File: src/rtl/button_conditioner_if.sv
// Bundle of raw switch inputs and conditioned outputs for button_conditioner.
// Ports: master drives the *_raw signals; slave (the conditioner) drives levels,
//   pulses, captured sel/value, param_strobe and stuck flags.
interface button_conditioner_if;
    logic       sensor_raw;
    logic       walk_raw;
    logic       prog_raw;
    logic [1:0] sel_raw;
    logic [3:0] value_raw;

    logic       sensor_level;
    logic       walk_level;
    logic       prog_level;
    logic       walk_pulse;
    logic       prog_pulse;
    logic [1:0] sel_out;
    logic [3:0] value_out;
    logic       param_strobe;
    logic [2:0] stuck;

    modport master (
        output sensor_raw, walk_raw, prog_raw, sel_raw, value_raw,
        input  sensor_level, walk_level, prog_level,
        input  walk_pulse, prog_pulse,
        input  sel_out, value_out, param_strobe, stuck
    );

    modport slave (
        input  sensor_raw, walk_raw, prog_raw, sel_raw, value_raw,
        output sensor_level, walk_level, prog_level,
        output walk_pulse, prog_pulse,
        output sel_out, value_out, param_strobe, stuck
    );
endinterface

File: src/rtl/button_conditioner.sv
// Switch conditioner: two-flop synchronizers, per-channel debounce, rising-edge
// pulses for walk/prog, sel/value capture on a prog press, optional stuck flags.
// Ports: clock, reset (async active-low), bus (button_conditioner_if.slave):
//   raw in: sensor_raw, walk_raw, prog_raw, sel_raw[1:0], value_raw[3:0]
//   out:    sensor/walk/prog_level, walk/prog_pulse, sel_out, value_out,
//           param_strobe, stuck[2:0] (bit0 sensor, bit1 walk, bit2 prog)
// Macro STUCK_DETECT_EN: when defined, each channel counts cycles spent high
//   and raises its stuck bit after STUCK_CYCLES; otherwise stuck is 3'b000.
module button_conditioner #(
    parameter int DEBOUNCE_CYCLES = 16,
    parameter int STUCK_CYCLES    = 1024
) (
    input  logic                clock,
    input  logic                reset,
    button_conditioner_if.slave bus
);
    localparam int CW = (DEBOUNCE_CYCLES > 2) ? $clog2(DEBOUNCE_CYCLES) : 1;
    localparam logic [CW-1:0] CNT_LAST = CW'(DEBOUNCE_CYCLES - 1);

    // Synchronizer word layout: {value[3:0], sel[1:0], prog, walk, sensor}
    logic [8:0] raw_w;
    logic [8:0] meta_q;
    logic [8:0] sync_q;

    assign raw_w = {
        bus.value_raw,
        bus.sel_raw,
        bus.prog_raw,
        bus.walk_raw,
        bus.sensor_raw
    };

    always_ff @(posedge clock or negedge reset) begin
        if (!reset) begin
            meta_q <= '0;
            sync_q <= '0;
        end else begin
            meta_q <= raw_w;
            sync_q <= meta_q;
        end
    end

    // Debounced levels: lvl_q is the registered level, lvl_nxt the value it
    // takes on the coming edge (used for same-edge pulse and capture).
    logic [2:0] lvl_q;
    logic [2:0] lvl_nxt;

    for (genvar ch = 0; ch < 3; ch++) begin : g_chan
        logic [CW-1:0] cnt_q;
        logic [CW-1:0] cnt_nxt;
        logic          l_q;
        logic          l_nxt;

        always_ff @(posedge clock or negedge reset) begin
            if (!reset) begin
                cnt_q <= '0;
                l_q   <= 1'b0;
            end else begin
                cnt_q <= cnt_nxt;
                l_q   <= l_nxt;
            end
        end

        // Any sample equal to the level restarts the run, so glitches in
        // the opposite direction are never accumulated.
        always_comb begin
            cnt_nxt = '0;
            l_nxt   = l_q;
            if (sync_q[ch] != l_q) begin
                if (cnt_q == CNT_LAST) begin
                    l_nxt = ~l_q;
                end else begin
                    cnt_nxt = cnt_q + CW'(1);
                end
            end
        end

        assign lvl_q[ch]   = l_q;
        assign lvl_nxt[ch] = l_nxt;
    end

    logic walk_rise;
    logic prog_rise;

    assign walk_rise = lvl_nxt[1] & ~lvl_q[1];
    assign prog_rise = lvl_nxt[2] & ~lvl_q[2];

    logic       walk_pulse_q;
    logic       prog_pulse_q;
    logic       strobe_q;
    logic [1:0] sel_q;
    logic [3:0] value_q;

    always_ff @(posedge clock or negedge reset) begin
        if (!reset) begin
            walk_pulse_q <= 1'b0;
            prog_pulse_q <= 1'b0;
            strobe_q     <= 1'b0;
            sel_q        <= '0;
            value_q      <= '0;
        end else begin
            walk_pulse_q <= walk_rise;
            prog_pulse_q <= prog_rise;
            strobe_q     <= prog_rise;
            if (prog_rise) begin
                sel_q   <= sync_q[4:3];
                value_q <= sync_q[8:5];
            end
        end
    end

`ifdef STUCK_DETECT_EN
    localparam int SW = $clog2(STUCK_CYCLES + 1);
    localparam logic [SW-1:0] HI_MAX = SW'(STUCK_CYCLES);

    logic [2:0] stuck_w;

    for (genvar ch = 0; ch < 3; ch++) begin : g_stuck
        logic [SW-1:0] hi_q;
        logic [SW-1:0] hi_nxt;
        logic          st_q;

        // Count starts on the first edge after the level is already high,
        // saturates, and drops on the same edge the level falls.
        always_comb begin
            hi_nxt = hi_q;
            if (!lvl_nxt[ch]) begin
                hi_nxt = '0;
            end else if (lvl_q[ch] && (hi_q != HI_MAX)) begin
                hi_nxt = hi_q + SW'(1);
            end
        end

        always_ff @(posedge clock or negedge reset) begin
            if (!reset) begin
                hi_q <= '0;
                st_q <= 1'b0;
            end else begin
                hi_q <= hi_nxt;
                st_q <= (hi_nxt == HI_MAX);
            end
        end

        assign stuck_w[ch] = st_q;
    end

    assign bus.stuck = stuck_w;
`else
    // Stuck detection compiled out; the threshold is accepted but ignored.
    logic [31:0] unused_stuck_cfg;
    assign unused_stuck_cfg = STUCK_CYCLES;
    assign bus.stuck        = 3'b000;
`endif

    assign bus.sensor_level = lvl_q[0];
    assign bus.walk_level   = lvl_q[1];
    assign bus.prog_level   = lvl_q[2];
    assign bus.walk_pulse   = walk_pulse_q;
    assign bus.prog_pulse   = prog_pulse_q;
    assign bus.param_strobe = strobe_q;
    assign bus.sel_out      = sel_q;
    assign bus.value_out    = value_q;

endmodule

File: src/flat_wrapper.sv
// flat-port wrapper written by rule: the top's interface ports become plain ports
module button_conditioner_flat 
#(
    parameter int DEBOUNCE_CYCLES = 16,
    parameter int STUCK_CYCLES    = 1024
)
  (clock, reset, bus_sensor_raw, bus_walk_raw, bus_prog_raw, bus_sel_raw, bus_value_raw, bus_sensor_level, bus_walk_level, bus_prog_level, bus_walk_pulse, bus_prog_pulse, bus_sel_out, bus_value_out, bus_param_strobe, bus_stuck);
  button_conditioner_if bus_i ();
  input  logic clock;
  input  logic reset;
  input wire logic [$bits(bus_i.sensor_raw)-1:0] bus_sensor_raw;
  input wire logic [$bits(bus_i.walk_raw)-1:0] bus_walk_raw;
  input wire logic [$bits(bus_i.prog_raw)-1:0] bus_prog_raw;
  input wire logic [$bits(bus_i.sel_raw)-1:0] bus_sel_raw;
  input wire logic [$bits(bus_i.value_raw)-1:0] bus_value_raw;
  output wire logic [$bits(bus_i.sensor_level)-1:0] bus_sensor_level;
  output wire logic [$bits(bus_i.walk_level)-1:0] bus_walk_level;
  output wire logic [$bits(bus_i.prog_level)-1:0] bus_prog_level;
  output wire logic [$bits(bus_i.walk_pulse)-1:0] bus_walk_pulse;
  output wire logic [$bits(bus_i.prog_pulse)-1:0] bus_prog_pulse;
  output wire logic [$bits(bus_i.sel_out)-1:0] bus_sel_out;
  output wire logic [$bits(bus_i.value_out)-1:0] bus_value_out;
  output wire logic [$bits(bus_i.param_strobe)-1:0] bus_param_strobe;
  output wire logic [$bits(bus_i.stuck)-1:0] bus_stuck;
  assign bus_i.sensor_raw = bus_sensor_raw;
  assign bus_i.walk_raw = bus_walk_raw;
  assign bus_i.prog_raw = bus_prog_raw;
  assign bus_i.sel_raw = bus_sel_raw;
  assign bus_i.value_raw = bus_value_raw;
  assign bus_sensor_level = bus_i.sensor_level;
  assign bus_walk_level = bus_i.walk_level;
  assign bus_prog_level = bus_i.prog_level;
  assign bus_walk_pulse = bus_i.walk_pulse;
  assign bus_prog_pulse = bus_i.prog_pulse;
  assign bus_sel_out = bus_i.sel_out;
  assign bus_value_out = bus_i.value_out;
  assign bus_param_strobe = bus_i.param_strobe;
  assign bus_stuck = bus_i.stuck;
  button_conditioner #(.DEBOUNCE_CYCLES(DEBOUNCE_CYCLES), .STUCK_CYCLES(STUCK_CYCLES)) u_core (.clock(clock), .reset(reset), .bus(bus_i));
endmodule
File: config.mk
export PLATFORM = sky130hd
export DESIGN_NAME = button_conditioner_flat
export DESIGN_NICKNAME = d
export VERILOG_FILES = /design/src/rtl/button_conditioner_if.sv /design/src/rtl/button_conditioner.sv /design/src/flat_wrapper.sv
export SDC_FILE = /design/constraint.sdc
export NUM_CORES = 1
export LEC_CHECK = 0
export CAP_MARGIN = 20
export CORE_MARGIN = 10
export CORE_UTILIZATION = 54
export DETAILED_ROUTE_END_ITERATION = 8
export GPL_TIMING_DRIVEN = 1
export HOLD_SLACK_MARGIN = 0.05
export PLACE_DENSITY = 0.83
export SETUP_SLACK_MARGIN = 0.15
export SYNTH_ARGS = -nofsm -noshare
export SYNTH_HDL_FRONTEND = slang
export SYNTH_SLANG_ARGS = --single-unit
export TNS_END_PERCENT = 30
File: constraint.sdc
create_clock -name clock -period 3.5 [get_ports clock]
set_clock_uncertainty 0.05 [all_clocks]
set_input_delay 0.525 -clock clock [delete_from_list [all_inputs] [get_ports clock]]
set_output_delay 0.525 -clock clock [all_outputs]
set_load 0.005 [all_outputs]
# Word-level counts from Yosys, hierarchy flattened
# Cells that the tools add are included.
# W data, S select, Z words.
[totals] regBits=41 in_bits=11 out_inout_bits=15
[classes] n_addsub=3 eq_ne=6 mux=10 bitwise_logic=5 n_reduce_logical=1
[op_table] cell="$mux W4" count=6
[op_table] cell="$add A4 B1 Y4 const B" count=3
[op_table] cell="$eq A4 B4 Y1 const B" count=3
[op_table] cell="$mux W1" count=4
[op_table] cell="$ne A1 B1 Y1" count=3
[op_table] cell="$not A1 Y1" count=3
[op_table] cell="$and A1 B1 Y1" count=2
[op_table] cell="$reduce_and A2 Y1" count=1

# Depth between registers and ports, before layout
# Gate-level depths: netlist of the first run.
[depth] word_depth=4 depth_mapped=4

# Worst setup path after synthesis of the first run
# No wires, ideal clock.
[synth_timing] path_kind="flip-flop to flip-flop" from="register u_core.g_chan[2].cnt_q[0]" to="register u_core.sel_q[0] (netlist: u_core.bus.sel_out[0])" setup_ns=0.125 arrival_ns=1.372 slack_ns=1.953 stages_incl_launch_ff=5 synth_period_minus_slack_ns=1.547 cell_sequence="dfrtp_1 ha_1 nand3_2 nor3b_4 mux2_2"
[synth_via] elab_chain_len=4
[synth_lines] element="from (decl)" line="button_conditioner.sv:49" source="logic [CW-1:0] cnt_q;"
[synth_lines] element="from (signal assigned)" line="button_conditioner.sv:59" source="cnt_q <= cnt_nxt;"
[synth_lines] element="$eq A4 B4 Y1" line="button_conditioner.sv:70" source="if (cnt_q == CNT_LAST) begin"
[synth_lines] element="$mux W1" line="button_conditioner.sv:70"
[synth_lines] element="$mux W1" line="button_conditioner.sv:69" source="if (sync_q[ch] != l_q) begin"
[synth_lines] element="$and A1 B1 Y1" line="button_conditioner.sv:86" source="assign prog_rise = lvl_nxt[2] & ~lvl_q[2];"
[synth_lines] element="named net u_core.prog_rise" line="button_conditioner.sv:83" source="logic prog_rise;"
[synth_lines] element="to (signal assigned)" line="button_conditioner.sv:106" source="sel_q <= sync_q[4:3];"
[synth_lines] element="to (decl)" line="button_conditioner.sv:91" source="logic [1:0] sel_q;"
# The timed path passes the listed nets, and every way through them passes these cells.
# A chain may end at the register's enable or synchronous reset.

# Worst setup path in the final report of the first run
[layout_timing] from="register u_core.g_chan[2].l_q (netlist: u_core.bus.prog_level)" to="output port bus_prog_level"
[layout_rtl] element="from (decl)" line="button_conditioner.sv:51" source="logic l_q;"
[layout_rtl] element="from (signal assigned)" line="button_conditioner.sv:60" source="l_q <= l_nxt;"
[layout_rtl] element="to (decl)" line="flat_wrapper.sv:18" source="output wire logic [$bits(bus_i.prog_level)-1:0] bus_prog_level;"
# No word-level cell between the ends.

==> flow_summary.ini, run 1 <==
[run_status]
outcome = finished, final reports clean

[die]
design.die.area_um2 = 5110
die_w_um = 71.5
ios = 26
start_util = 0.573
chipHeight_um = 71.5
row_count = 18
core_area_um2 = 2500

[place]
gp_congestion = 0.748
port-buffer-count = 22
dpl.hpwl_mm = 1.68

[grt]
overflow = 0
first_global_vias = 816
grt_first_pass_wirelength_mm = 3.71
antenna_found_initial = 0
track_usage = 0.0928
grt_start_max_net_pins = 42

[route]
num_vias = 762
wire_per_inst_um = 14.7
drt-initial-drc-count = 34
first_pass_iters = 3
vias_per_cell = 5.05
wl_mm = 2.22
ant_nets = 0
drc_errors = 0

[timing]
slew_headroom = 0.440
fin_crit_ps = 1920
maxSlewViolCount = 0
post-route-period-util = 0.549
hold_viol_final = 0
rsz0062_at_grt = false
fin_tns_setup_ps = 0
worstMarginPinSlew_ps = 841
timing.fmax_mhz = 520
setup_viol = 0

[synth]
synth_edf_count = 0
ys_warn_count = 0
syn_area_um2 = 1430
muxShareOfSynthArea = 0.0707
synthTopCellsByArea = dfrtp_1 (72%), mux2_2 (7.1%), xnor2_1 (3.7%)
synth-simple-area-share = 0.0873
ys.flop_type = dfrtp_1
synth.most_common_cell = dfrtp_1
synth_seq_cells = 41
synth-xor-area-share = 0.0367
yosys.area_share.adder = 0.0262
synth_top_family_by_area = simple AND/OR/NAND/NOR gates
netlist.area_leader.share = 0.716
synth_common_cells = dfrtp_1 (41), mux2_2 (9), a21oi_1 (6), xnor2_1 (6)
postSynthCellCount = 93
ys_seq_area_frac = 0.716
postSynth.asyncResetShare = 1.00
synth_compound_area_frac = 0.0314
syn_area_per_cell_um2 = 15.4
yosysUniqueCellTypes = 16
yosysTopAreaCell = dfrtp_1

[finish]
drive_above_1_share = 0.165
areaGrowthSynthToFinish_pct = 21.0
antenna_cells = 0
n_fill_cell = 164
final_core_util = 0.693
nNetsFinal = 134

[worst_setup_path]
slowest_delay_ps = 540
crit_path_end_kind = output port
critPathLaunchType = flop
crit_end = bus_prog_level
r2r_end = u_core.bus.value_out[1]$_DFFE_PN0P_
worstPathRequired_ps = 2920
cp_max_fo = 4
path_depth = 1
crit_chain = clkdlybuf4s50_1
path_delay_family = buffers and inverters
critPathLaunch = u_core.bus.prog_level$_DFF_PN0_
cpMaxStageDelayCell = clkdlybuf4s50_1
reg2reg_depth = 4
criticalPathCategory = flop to output port
crit_arrival_ps = 1350
r2r_setup_slack_ps = 1800
rr_startpoint = u_core.g_chan[2].cnt_q[0]$_DFF_PN0_
critPathBufInv = 1

[clock_tree]
cts_hold_buf = 0
cts_max_level = 2
cts_tree = done
cts.repair.resized = 0
cts.path.max_buffers = 2
cts_root_buf = clkbuf_4
cts.sinks = 41
clock_latency_ps = 340
path_clk_slew_ps = 110
cts_made_buffers = 5
post_cts_buffers = 0

[job]
max-cap-violations = 0

[power]
power.leakage_nw = 0.774
max-vdd-ir-drop_mv = 0.395
powerDensity_nw_per_um2 = 463
total_power_mw = 0.802

[hold_path]
holdCritPathClass = input port to async pin
==> power breakdown <==
| group | switching, mW | internal [mW] |
|---|---|---|
| sequential | 0.0123 | 0.492 |
| combinational | 0.0192 | 0.0206 |
| clock | 0.141 | 0.117 |
| total | 0.173 | 0.629 |
==> logic make-up after synthesis <==
family / Yosys count
AO/OA/AOI/OAI: 9
XOR/XNOR: 6
adder cells (fa/ha/maj): 3
buffers and inverters: 7
flip-flops: 41
multiplexers: 9
other: 1
AND/OR/NAND/NOR: 17
==> area by class of cell <==
| class | instances | area [µm²] | area share |
|---|---|---|---|
| Sequential cell | 41 | 1030 | 0.592 |
| Multi-Input combinational cell | 47 | 373 | 0.215 |
| Timing Repair Buffer | 22 | 215 | 0.124 |
| Clock buffer | 7 | 65.1 | 0.0375 |
| Tap cell | 30 | 37.5 | 0.0217 |
| Inverter | 3 | 11.3 | 0.00650 |
| Clock inverter | 1 | 5.00 | 0.00289 |
==> placed cells by master (no fill, tap or decap) <==
cell              n
dfrtp_1          41
nor3b_4           1
buf_2             1
clkinv_2          1
nor2b_1           3
a21oi_1           6
conb_1            3
mux2_2            9
clkbuf_4          5
nor3b_1           4
o21ai_0           3
xnor2_1           6
nor2_1            3
nand4b_1          3
inv_1             3
nand3_2           1
clkdlybuf4s50_1  21
nand3_1           2
ha_1              3
clkbuf_8          2
==> sequential cells by signal, indices dropped and copies added (netlist names) <==
name	cells
u_core.g_chan.cnt_q	12
u_core.sync_q	9
u_core.bus.sel_out	2
u_core.bus.prog_level	1
u_core.meta_q	9
u_core.bus.sensor_level	1
u_core.bus.prog_pulse	1
u_core.bus.walk_pulse	1
u_core.bus.walk_level	1
u_core.bus.value_out	4
==> per-stage QoR <==
stage / hold slack (ps) / area [µm²] / std cells / setup WS [ps]
after floorplan: 179 / 1440 / 95 / 1950
after global placement: 281 / 1660 / 143 / 1880
after detailed placement: 286 / 1660 / 143 / 1800
after CTS: 248 / 1730 / 151 / 1550
after global routing: 265 / 1730 / 151 / 1510
final: 227 / 1730 / 151 / 1580
==> metal layers <==
metal | GRT usage | vias to the layer above | part of all wire
li1 | - | 360 | -
met1 | 0.0913 | 378 | 0.39
met2 | 0.149 | 19 | 0.51
met3 | 0.0551 | 5 | 0.079
met4 | 0.0516 | 0 | 0.023
met5 | 0 | - | 0
==> worst min path at each step <==
stage	end	slack, ps
2_1_floorplan	u_core.bus.prog_level$_DFF_PN0_	180
5_1_grt	u_core.g_chan[0].cnt_q[3]$_DFF_PN0_	260
3_3_place_gp	u_core.sync_q[3]$_DFF_PN0_	280
6_report	u_core.g_chan[0].cnt_q[3]$_DFF_PN0_	230
3_5_place_dp	u_core.sync_q[3]$_DFF_PN0_	290
4_1_cts	u_core.g_chan[0].cnt_q[3]$_DFF_PN0_	250
Power figures use the tool's default switching activity.
==> run 2: changes to the inputs <==
--- a/config.mk
+++ b/config.mk
@@ -7,11 +7,11 @@
 export LEC_CHECK = 0
 export CAP_MARGIN = 20
 export CORE_MARGIN = 10
-export CORE_UTILIZATION = 54
+export CORE_UTILIZATION = 50
 export DETAILED_ROUTE_END_ITERATION = 8
 export GPL_TIMING_DRIVEN = 1
 export HOLD_SLACK_MARGIN = 0.05
-export PLACE_DENSITY = 0.83
+export PLACE_DENSITY = 0.78
 export SETUP_SLACK_MARGIN = 0.15
 export SYNTH_ARGS = -nofsm -noshare
 export SYNTH_HDL_FRONTEND = slang
==> constraint.sdc (replaced) <==
create_clock -name clock -period 2 [get_ports clock]
set_clock_uncertainty 0.05 [all_clocks]
set_input_delay 0.3 -clock clock [delete_from_list [all_inputs] [get_ports clock]]
set_output_delay 0.3 -clock clock [all_outputs]
set_load 0.005 [all_outputs]
==> flow_summary.ini, run 2 (synthesis gave the netlist of run 1 again) <==
[timing]
fin_crit_ps = 1740
fin_tns_setup_ps = 0
post-route-period-util = 0.871
timing.fmax_mhz = 574
setup_viol = 0
hold_viol_final = 0
rsz0062_at_grt = false
fin_ws_ps = 259
maxSlewViolCount = 0

[worst_setup_path]
criticalPathCategory = flop to flop
cp_max_fo = 7
crit_end = u_core.bus.value_out[2]$_DFFE_PN0P_
crit_arrival_ps = 1930
reg2reg_depth = 4
crit_path_end_kind = flop
worstPathRequired_ps = 2190
critPathLaunchType = flop
rr_startpoint = u_core.g_chan[2].cnt_q[0]$_DFF_PN0_
r2r_setup_slack_ps = 260
r2r_end = u_core.bus.value_out[2]$_DFFE_PN0P_
critPathLaunch = u_core.g_chan[2].cnt_q[0]$_DFF_PN0_

[clock_tree]
cts_max_level = 2
cts_made_buffers = 5
clock_latency_ps = 340
cts_tree = done
cts.sinks = 41
cts_root_buf = clkbuf_4
cts.path.max_buffers = 2
path_clk_slew_ps = 110

[die]
core_area_um2 = 2760
ios = 26
chipHeight_um = 73.5
row_count = 19
start_util = 0.520
design.die.area_um2 = 5410
die_w_um = 73.5

[finish]
drive_above_1_share = 0.171
fin_area_um2 = 1800
final_cell_mix = dfrtp_1 (41), clkdlybuf4s50_1 (21), mux2_2 (9)
n_fill_cell = 204
nNetsFinal = 136
largest_reg_flops = 12
multi_input_area_um2 = 373
final_common_cell = dfrtp_1
reg_top3 = u_core.g_chan.cnt_q: 12 flops, u_core.meta_q: 9 flops, u_core.sync_q: 9 flops
regArea_um2 = 1030
antenna_cells = 0
regMostFlops = u_core.g_chan.cnt_q
areaGrowthSynthToFinish_pct = 25.4

[grt]
grt_start_max_net_pins = 42
antenna_found_initial = 0
first_global_vias = 786
overflow = 0
grt_first_pass_wirelength_mm = 3.82
track_usage = 0.0943

[power]
power.leakage_nw = 0.801
powerDensity_nw_per_um2 = 894
max-vdd-ir-drop_mv = 0.729

[hold_path]
holdCritPathClass = flop to flop
min_path_cells = 0

[route]
first_pass_iters = 4
wl_mm = 2.30
vias_per_cell = 5.02
wire_per_inst_um = 14.9
ant_nets = 0
drc_errors = 0
num_vias = 773
drt-initial-drc-count = 13

[run_status]
outcome = finished, final reports clean

[job]
max-cap-violations = 0

[place]
post-place-ws_ps = 286
gp_congestion = 0.662
port-buffer-count = 22
dpl.hpwl_mm = 1.63
placed_area_um2 = 1680
-- run 2: cell types whose count changed in the layout (fill, tap and decap cells not counted), sizes merged --
cell | before | now
buf | 1 | 2
bufinv | 0 | 2
clkbuf | 7 | 5
dlygate4sd3 | 0 | 1
-- run 2: worst min-delay path by stage --
stage	start	endpoint	slack, ps
6_report	u_core.meta_q[2]$_DFF_PN0_	u_core.sync_q[2]$_DFF_PN0_	310
5_1_grt	bus_value_raw[0]	u_core.meta_q[5]$_DFF_PN0_	290
4_1_cts	bus_sensor_raw	u_core.meta_q[0]$_DFF_PN0_	310
3_5_place_dp	reset	u_core.bus.sel_out[1]$_DFFE_PN0P_	230
3_3_place_gp	reset	u_core.bus.sel_out[1]$_DFFE_PN0P_	230
2_1_floorplan	reset	u_core.bus.prog_level$_DFF_PN0_	-50
-- run 2: per-layer routing --
metal / GRT usage / share of wire
met1: 0.101 / 0.39
met2: 0.140 / 0.49
met3: 0.0592 / 0.098
met4: 0.0497 / 0.020
met5: 0 / 0
-- run 2: critical path, cell delays in order (launching register included) --
cell	delay [ps]
dfrtp_1	410
ha_1	240
nand3_2	130
nor3b_4	410
mux2_2	400
-- run 2: cell type report --
class,count,share of cell area
clock buffers,5,0.0209
clock inverters,3,0.0362
flip-flops and latches,41,0.571
repair buffers,24,0.136
well taps,31,0.0216
inverters,3,0.00627
multi-input cells,47,0.208
-- run 2: power breakdown --
part / total [mW] / switching (mW) / internal (mW) / leakage [nW]
Clock: 0.647 / 0.260 / 0.387 / 0.0552
Sequential: 0.882 / 0.0210 / 0.861 / 0.523
Combinational: 0.0777 / 0.0361 / 0.0416 / 0.223
Total: 1.61 / 0.317 / 1.29 / 0.801
-- run 2: metrics by stage --
step                total power [mW]   util  instances  hold WS, ps
floorplan                      0.930      -         95        -45.6
global placement               0.968  0.611        145          229
detailed placement             0.977  0.611        145          234
CTS                             1.62  0.652        154          312
global route                    1.68  0.652        154          293
finish                          1.61  0.652        154          310
-- run 2: repair_timing --
action / CTS / global route
hold buffers: 1 / 0
gates resized for setup: 0 / 0
hold endpoints to repair: 41 / 0
setup buffers: 0 / 0
